File: src/rtl/ib_pkg.sv
// Shared types and helpers for the ping-pong input buffer.
// Bank ring state, index-width derivation and modulo bank increment.
package ib_pkg;

  typedef enum logic {
    BANK_EMPTY = 1'b0,
    BANK_FULL  = 1'b1
  } bank_state_t;

  localparam int unsigned DefDataWidth = 16;
  localparam int unsigned DefDepth     = 16;
  localparam int unsigned DefNumBanks  = 2;

  // Index width for n entries, never below one bit.
  function automatic int unsigned clog2_min1(input int unsigned n);
    return (n <= 2) ? 1 : $clog2(n);
  endfunction

  // Modulo increment that wraps correctly for non-power-of-two ring sizes.
  function automatic int unsigned next_bank(input int unsigned idx, input int unsigned n);
    return (idx + 1 >= n) ? 0 : idx + 1;
  endfunction

endpackage

File: src/rtl/ib_sdp_ram.sv
// Simple dual-port RAM: synchronous write, registered synchronous read.
// The read register holds its value in cycles without a read.
module ib_sdp_ram
  import ib_pkg::*;
#(
  parameter int unsigned DATA_WIDTH = DefDataWidth,
  parameter int unsigned WORDS      = DefDepth * DefNumBanks,
  localparam int unsigned RAW       = clog2_min1(WORDS)
) (
  input  logic                  clk,
  input  logic                  we,
  input  logic [RAW-1:0]        waddr,
  input  logic [DATA_WIDTH-1:0] wdata,
  input  logic                  re,
  input  logic [RAW-1:0]        raddr,
  output logic [DATA_WIDTH-1:0] rdata
);

  logic [DATA_WIDTH-1:0] mem [WORDS];
  logic [DATA_WIDTH-1:0] rdata_q;

  always_ff @(posedge clk) begin
    if (we) begin
      mem[waddr] <= wdata;
    end
    if (re) begin
      rdata_q <= mem[raddr];
    end
  end

  assign rdata = rdata_q;

endmodule

File: src/rtl/pingpong_input_buffer.sv
// Multi-bank double-buffered input buffer: producer fills one bank while the
// consumer drains a committed one; banks cycle EMPTY -> FULL -> EMPTY.
module pingpong_input_buffer
  import ib_pkg::*;
#(
  parameter int unsigned DATA_WIDTH = DefDataWidth,
  parameter int unsigned DEPTH      = DefDepth,
  parameter int unsigned NUM_BANKS  = DefNumBanks,
  localparam int unsigned AW        = clog2_min1(DEPTH),
  localparam int unsigned BW        = clog2_min1(NUM_BANKS)
) (
  input  logic                         clk,
  input  logic                         rst,
  input  logic                         wr_en,
  input  logic [AW-1:0]                wr_addr,
  input  logic signed [DATA_WIDTH-1:0] wr_data,
  input  logic                         wr_commit,
  output logic                         wr_ready,
  output logic                         wr_drop,
  input  logic                         rd_en,
  input  logic [AW-1:0]                rd_addr,
  input  logic                         rd_release,
  output logic                         rd_ready,
  output logic signed [DATA_WIDTH-1:0] rd_data,
  output logic                         rd_valid,
  output logic                         addr_err,
  output logic [BW-1:0]                wr_bank,
  output logic [BW-1:0]                rd_bank
);

  localparam int unsigned Words    = NUM_BANKS * DEPTH;
  localparam int unsigned RAW      = clog2_min1(Words);
  localparam logic [AW:0] DepthLim = (AW + 1)'(DEPTH);

  bank_state_t state_q [NUM_BANKS];
  bank_state_t state_d [NUM_BANKS];

  logic [BW-1:0] wr_bank_q, wr_bank_d;
  logic [BW-1:0] rd_bank_q, rd_bank_d;
  logic          rd_valid_q;
  logic          rd_sel_q;
  logic          wr_drop_q;
  logic          addr_err_q;

  logic wr_in_range, rd_in_range;
  logic wr_accept, rd_take, rd_hit;
  logic commit_ok, release_ok;

  logic [RAW-1:0]        waddr_flat, raddr_flat;
  logic [DATA_WIDTH-1:0] ram_rdata;

  assign wr_ready    = (state_q[wr_bank_q] == BANK_EMPTY);
  assign rd_ready    = (state_q[rd_bank_q] == BANK_FULL);
  assign wr_in_range = ({1'b0, wr_addr} < DepthLim);
  assign rd_in_range = ({1'b0, rd_addr} < DepthLim);
  assign wr_accept   = wr_en & wr_ready & wr_in_range;
  assign rd_take     = rd_en & rd_ready;
  assign rd_hit      = rd_take & rd_in_range;
  assign commit_ok   = wr_commit & wr_ready;
  assign release_ok  = rd_release & rd_ready;

  assign waddr_flat = RAW'(wr_bank_q) * RAW'(DEPTH) + RAW'(wr_addr);
  assign raddr_flat = RAW'(rd_bank_q) * RAW'(DEPTH) + RAW'(rd_addr);

  // Commit and release can never hit the same bank: one needs EMPTY, the other FULL.
  always_comb begin
    state_d   = state_q;
    wr_bank_d = wr_bank_q;
    rd_bank_d = rd_bank_q;
    if (commit_ok) begin
      state_d[wr_bank_q] = BANK_FULL;
      wr_bank_d          = BW'(next_bank(32'(wr_bank_q), NUM_BANKS));
    end
    if (release_ok) begin
      state_d[rd_bank_q] = BANK_EMPTY;
      rd_bank_d          = BW'(next_bank(32'(rd_bank_q), NUM_BANKS));
    end
  end

  always_ff @(posedge clk) begin
    if (rst) begin
      for (int i = 0; i < int'(NUM_BANKS); i++) begin
        state_q[i] <= BANK_EMPTY;
      end
      wr_bank_q  <= '0;
      rd_bank_q  <= '0;
      rd_valid_q <= 1'b0;
      rd_sel_q   <= 1'b0;
      wr_drop_q  <= 1'b0;
      addr_err_q <= 1'b0;
    end else begin
      state_q    <= state_d;
      wr_bank_q  <= wr_bank_d;
      rd_bank_q  <= rd_bank_d;
      rd_valid_q <= rd_take;
      // rd_sel_q picks RAM word vs. zero; it holds with the RAM register between reads.
      if (rd_take) begin
        rd_sel_q <= rd_in_range;
      end
      wr_drop_q  <= (wr_en | wr_commit) & ~wr_ready;
      addr_err_q <= (wr_en & wr_ready & ~wr_in_range) | (rd_take & ~rd_in_range);
    end
  end

  ib_sdp_ram #(
    .DATA_WIDTH (DATA_WIDTH),
    .WORDS      (Words)
  ) u_ram (
    .clk   (clk),
    .we    (wr_accept & ~rst),
    .waddr (waddr_flat),
    .wdata (wr_data),
    .re    (rd_hit & ~rst),
    .raddr (raddr_flat),
    .rdata (ram_rdata)
  );

  assign rd_data  = rd_sel_q ? ram_rdata : '0;
  assign rd_valid = rd_valid_q;
  assign wr_drop  = wr_drop_q;
  assign addr_err = addr_err_q;
  assign wr_bank  = wr_bank_q;
  assign rd_bank  = rd_bank_q;

endmodule
File: config.mk
export PLATFORM = sky130hd
export DESIGN_NAME = pingpong_input_buffer
export DESIGN_NICKNAME = d
export VERILOG_FILES = /design/src/rtl/ib_pkg.sv /design/src/rtl/ib_sdp_ram.sv /design/src/rtl/pingpong_input_buffer.sv
export SDC_FILE = /design/constraint.sdc
export NUM_CORES = 1
export LEC_CHECK = 0
export BUFFER_PORTS_ARGS = -buffer_cell sky130_fd_sc_hd__buf_2
export CAP_MARGIN = 20
export CORE_MARGIN = 4
export CORE_UTILIZATION = 40
export CTS_CLUSTER_DIAMETER = 150
export DETAILED_ROUTE_END_ITERATION = 12
export PLACE_DENSITY = 0.61
export RECOVER_POWER = 25
export REMOVE_ABC_BUFFERS = 1
export SLEW_MARGIN = 20
export SYNTH_ARGS = -nofsm -noshare
export SYNTH_HDL_FRONTEND = slang
export SYNTH_SLANG_ARGS = --single-unit
File: constraint.sdc
create_clock -name clk -period 2.3 [get_ports clk]
set_input_delay 0.69 -clock clk [delete_from_list [all_inputs] [get_ports clk]]
set_output_delay 0.69 -clock clk [all_outputs]
set_load 0.03 [all_outputs]
-- Word level (Yosys, flattened, before mapping)
Memory sizes are Yosys's and may differ from the RTL's. A register that Yosys moved wholly into a read port is not among the register bits.
Index checks and enable logic that the tools add are counted.
- multiplexer cells: 17
- reductions and logical operators: 2
- bitwise operators: 15
- magnitude comparators: 6
- $add $sub $neg: 4
- operator list (operator ; count):
    2-to-1 mux 16 bit ; 1
    2-to-1 mux 1 bit ; 12
    adder 5 x 4 -> 5 bit ; 2
    >= comparator 2 bit, second input constant ; 4
    AND 1 bit ; 7
    adder 1 x 1 -> 2 bit, second input constant ; 2
    less-than comparator 2 x 1 -> 1 bit, second input constant ; 2
    2-to-1 mux 2 bit ; 2
    inverter 1 -> 2 bit ; 2
    AND 2 bit ; 1
    demux 1 bit (select 1 bit) ; 2
    logical AND 1 bit ; 2
    inverter 1 bit ; 2
    inverter 2 bit ; 1
    OR 2 bit ; 1
    OR 1 bit ; 1
- memories kept: 1
- input port bits: 30
- output and inout bits: 23
- register bits after elaboration: 7
- bits in writable memories: 512
- memories (memory ; depth ; bits a word ; read ports ; clocked after memory_dff ; wr ports ; RTL line ; source):
    u_ram.mem ; 32 ; 16 ; 1 ; 1 ; 1 ; ib_sdp_ram.sv:19 ; logic [DATA_WIDTH-1:0] mem [WORDS];

-- Longest topological paths before layout
- depth after elaboration: 9
- gate-level depth with buffers: 8
- mapped depth without buffers: 5

-- Modules after synthesis
From an unflattened synthesis, not the netlist that was laid out.
- cell total of the unflattened synthesis: 1191
- area total of the unflattened synthesis: 21086.5 µm²
- by module, submodules not included (module ; area each (µm²) ; sequential area each (µm²) ; instances ; cells each):
    ib_sdp_ram ; 20696.1 ; 15855.2 ; 1 ; 1143
    pingpong_input_buffer ; 390.4 ; 140.1 ; 1 ; 48

-- Worst setup path after synthesis
OpenSTA, ideal clock, no wires.
- kind: register -> register
- start: register wr_bank_q, in the netlist wr_bank
- end: memory u_ram.mem[31][0] (netlist bit) (enable)
- path slack: -0.371 ns
- period minus slack after synthesis: 2.671 ns
- path buffers: 0
- arrival time: 2.283 ns
- cell stages (with the launch flop): 6
- path through: dfxtp_1 -> mux2i_2 -> nand3_2 -> inv_1 -> nand3_1 -> nor2_1
- word-level cells in the longest chain between the ends: 9
- ends and longest elaborated chain (what ; RTL line ; source):
    from (decl) ; pingpong_input_buffer.sv:38 ; logic [BW-1:0] wr_bank_q, wr_bank_d;
    from (signal assigned) ; pingpong_input_buffer.sv:93 ; wr_bank_q <= wr_bank_d;
    inverter 1 -> 2 bit (implied by the code) ; pingpong_input_buffer.sv:52 ; assign wr_ready = (state_q[wr_bank_q] == BANK_EMPTY);
    2-to-1 mux 1 bit (implied by the code) (3 in a row) ; pingpong_input_buffer.sv:52 ;
    inverter 1 bit ; pingpong_input_buffer.sv:52 ;
    named net wr_ready ; pingpong_input_buffer.sv:18 ; output logic wr_ready,
    AND 1 bit ; -- ;
    AND 1 bit ; pingpong_input_buffer.sv:110 ; .we (wr_accept & ~rst),
    2-to-1 mux 1 bit ; ib_sdp_ram.sv:23 ; if (we) begin
    2-to-1 mux 1 bit (implied by the code) ; ib_sdp_ram.sv:24 ; mem[waddr] <= wdata;
    to (decl) ; ib_sdp_ram.sv:19 ;
The timed path passes the listed nets, and every way through them passes these cells. The select of a mux whose other input is x is not followed.

-- Worst setup path in the final report
- start: register rd_bank_q, in the netlist rd_bank
- end: output port rd_ready
- word-level cells in the longest chain between the ends: 4
- ends and longest elaborated chain (what ; RTL line ; source):
    from (decl) ; pingpong_input_buffer.sv:39 ; logic [BW-1:0] rd_bank_q, rd_bank_d;
    from (signal assigned) ; pingpong_input_buffer.sv:94 ; rd_bank_q <= rd_bank_d;
    inverter 1 -> 2 bit (implied by the code) ; pingpong_input_buffer.sv:53 ; assign rd_ready = (state_q[rd_bank_q] == BANK_FULL);
    2-to-1 mux 1 bit (implied by the code) (3 in a row) ; pingpong_input_buffer.sv:53 ;
    to (decl) ; pingpong_input_buffer.sv:23 ; output logic rd_ready,
Every way passes these cells. The select of a mux whose other input is x is not followed.

==> metrics <==
#FFs+latches synth=between 500 and 600; Post-synth ARST share=0%; outcome=finished, violations left; row count=83; EDFF count, synth=528; Area contributors post-synth=edfxtp_1, mux2i_1, a22oi_1; CP Capture Type=primary output; Tmin final=around 2200 ps; CP max stage cell=dfxtp_1; vias in the first global route=11200; Place WS=-161 ps; CTS Hold Bufs=0; Synth Area per Inst=17.7 um2; Slew Limit Headroom=-24.7%; Synth top cells by count=edfxtp_1, mux2i_1, a22oi_1, nand2_1; core area=just over 0.05 mm2; most frequent cell after synthesis=edfxtp_1; maximum VDD drop=~0.56 mV; Pre-antenna DRT Iters=5; Pwr Density=823 mW/mm2; Synth cell types=37; Final Skew=28.1 ps; Finish-stage setup viols=0; leak pwr=0.00882 uW; worst setup path category=register to primary output; CTS Sinks=535; Fin Setup TNS=0 ps; first-pass GRT wire length=75100 um; Clock Latency Late Sink=610 ps; Worst Path Buf+Inv=1; CTS resizes=2; largest family of logic cells by synthesized area=multiplexers; DR WL/cell=24.8 um; Area Overhead vs Synth=18.1%; GRT Overall Usage=approximately 18%; Largest stage delay, worst path=390 ps; Post-Synth XOR/XNOR Area=0%; Adder-Cell Fraction of Synth Area=0%; routed wire length=51700 um; final hold viol count=0; Worst Path Required=around 1600 ps; warnings from Yosys=0; layout cells sized above 1=19.0%; post-synthesis sequential area ratio=75.8%; CTS buffer count=52; Iter 0 DRT Violations=908; fin. max-slew vios=330; failing checks=max-capacitance violations, max-slew violations; Startpoint Class=register; Die Footprint=approximately 0.057 mm2; Starting Density=40.7%; post-synth top area cell=edfxtp_1; Reg clk slew, reported paths=60 ps; postcts setup bufs=0; clock tree buffer depth=3; die height=238 um; Final Worst Setup Slack=around 53 ps; critical path's top delay family=flip-flops; total grt overflow=0; crit-path max FO=3; Port Buffers=51; Vias=11200; TritonCTS clock tree=done; RSZ-0062 raised after global routing=false; worst hold path type=input pin to register; Vias/cell=5.39; cell count after synthesis=between 1000 and 1500; clock root cell=clkbuf_16; mux share of post-synthesis cell area=12.3%; Antenna Diode Count=0; Synth Area in Simple Gates=4.31%; H-tree levels=2; main flop type after synthesis=edfxtp_1; initial antenna violation count=5; Fill cells=4268; cell area after layout=between 0.02 and 0.025 mm2; Synth Area in Compound Gates=4.98%; worst path arrival time=1560 ps; Yosys top cell area share=75.1%; f_max=445 MHz; # IOs=53; Final HPWL DP=32600 um; Die Width=238 um; Max-Cap Viols=10; worst path cell trace=mux2_4, buf_2; largest net degree at the start of global routing=33; actual slew at the worst max-slew pin=1870 ps; Post-DP Area=0.0233 mm2; DRC Markers=0; Syn Std Cell Area=about 0.021 mm2; part of the cycle the worst path needs=97.7%; nets=1392; post-layout util=48.1%; gpl congestion=between 0.8 and 0.9; Post-DRT Antenna Nets=0
## state kept, by name (all words and copies together), names as in the netlist
| register | count |
|---|---|
| rd_bank | 1 |
| rd_sel_q | 1 |
| rd_valid | 1 |
| state_q | 2 |
| u_ram.mem | 512 |
| u_ram.rdata | 16 |
| wr_bank | 1 |
| wr_drop | 1 |
## routing by layer
layer / wire [um] / vias to the layer above / share of wire, % / track usage (%)
met2: 25000 / 304 / 48 / 29.4
met4: 1310 / 6 / 2.5 / 4.92
met3: 3540 / 79 / 6.8 / 4.84
li1: - / 5074 / - / -
met1: 21900 / 5785 / 42 / 24.1
met5: 42 / - / 0.081 / 0
## kinds of logic (layout without fill, tap and decap cells)
family	after synthesis	after routing
DFF	535	535
muxes	258	258
and+or+nand+nor	180	180
AOI/OAI and AO/OA	149	149
buffers and inverters	72	283
other	1	1
## worst register-to-register path, stage by stage (launching register included)
cell,delay (ps)
dfxtp_1,350
mux2i_2,310
nand3_2,180
or3_1,400
buf_4,190
nor2_2,200
buf_4,180
## report_power, final
group / switching, uW / internal (uW)
clock: 3530 / 4930
sequential: 26.2 / 10800
combinational: 805 / 469
total: 4360 / 16200
## layout make-up
cell class / instances / area (um2) / share of cell area (%)
Clock buffer: 70 / 1430 / 5.74
Timing Repair Buffer: 183 / 1810 / 7.24
Clock inverter: 28 / 272 / 1.09
Sequential cell: 535 / 16000 / 64.1
Multi-Input combinational cell: 588 / 4580 / 18.4
Tap cell: 680 / 851 / 3.41
Inverter: 2 / 7.51 / 0.0301
## cells in the final DEF (no fill, tap or decap), drive strengths merged
master    instances
buf             171
or2               1
nand3b            3
nand2            37
mux2              1
conb              1
nor2b             4
clkbuf           82
dfxtp             7
clkinvlp          1
o22ai             2
a21oi            34
a22o             32
nor3             19
bufinv            5
nand3            35
a22oi            64
a21o              1
clkinv           22
inv               2
nor2             39
or3b              2
and2             17
or3               2
nand2b            2
and3              3
mux2i           257
a31oi            16
nand4            16
edfxtp          528
## worst paths after layout
kind,start,to,cells after the start,slack [ps]
worst max-delay path,rd_bank,rd_ready,2,50
worst min-delay path,rd_en,rd_valid,2,340
worst max register to register,wr_bank,u_ram.mem[28][11],6,200
worst min register to register,state_q[0],wr_bank,2,580
## per-stage QoR
step | instances | hold slack, ps | power [uW]
3_5_place_dp | 1988 | 563 | 12300
6_report | 2086 | 338 | 20500
4_1_cts | 2086 | 311 | 20700
3_3_place_gp | 1988 | 548 | 12300
2_1_floorplan | 1125 | 510 | 11500
5_1_grt | 2086 | 325 | 21200
(Power assumes the default switching activity.)
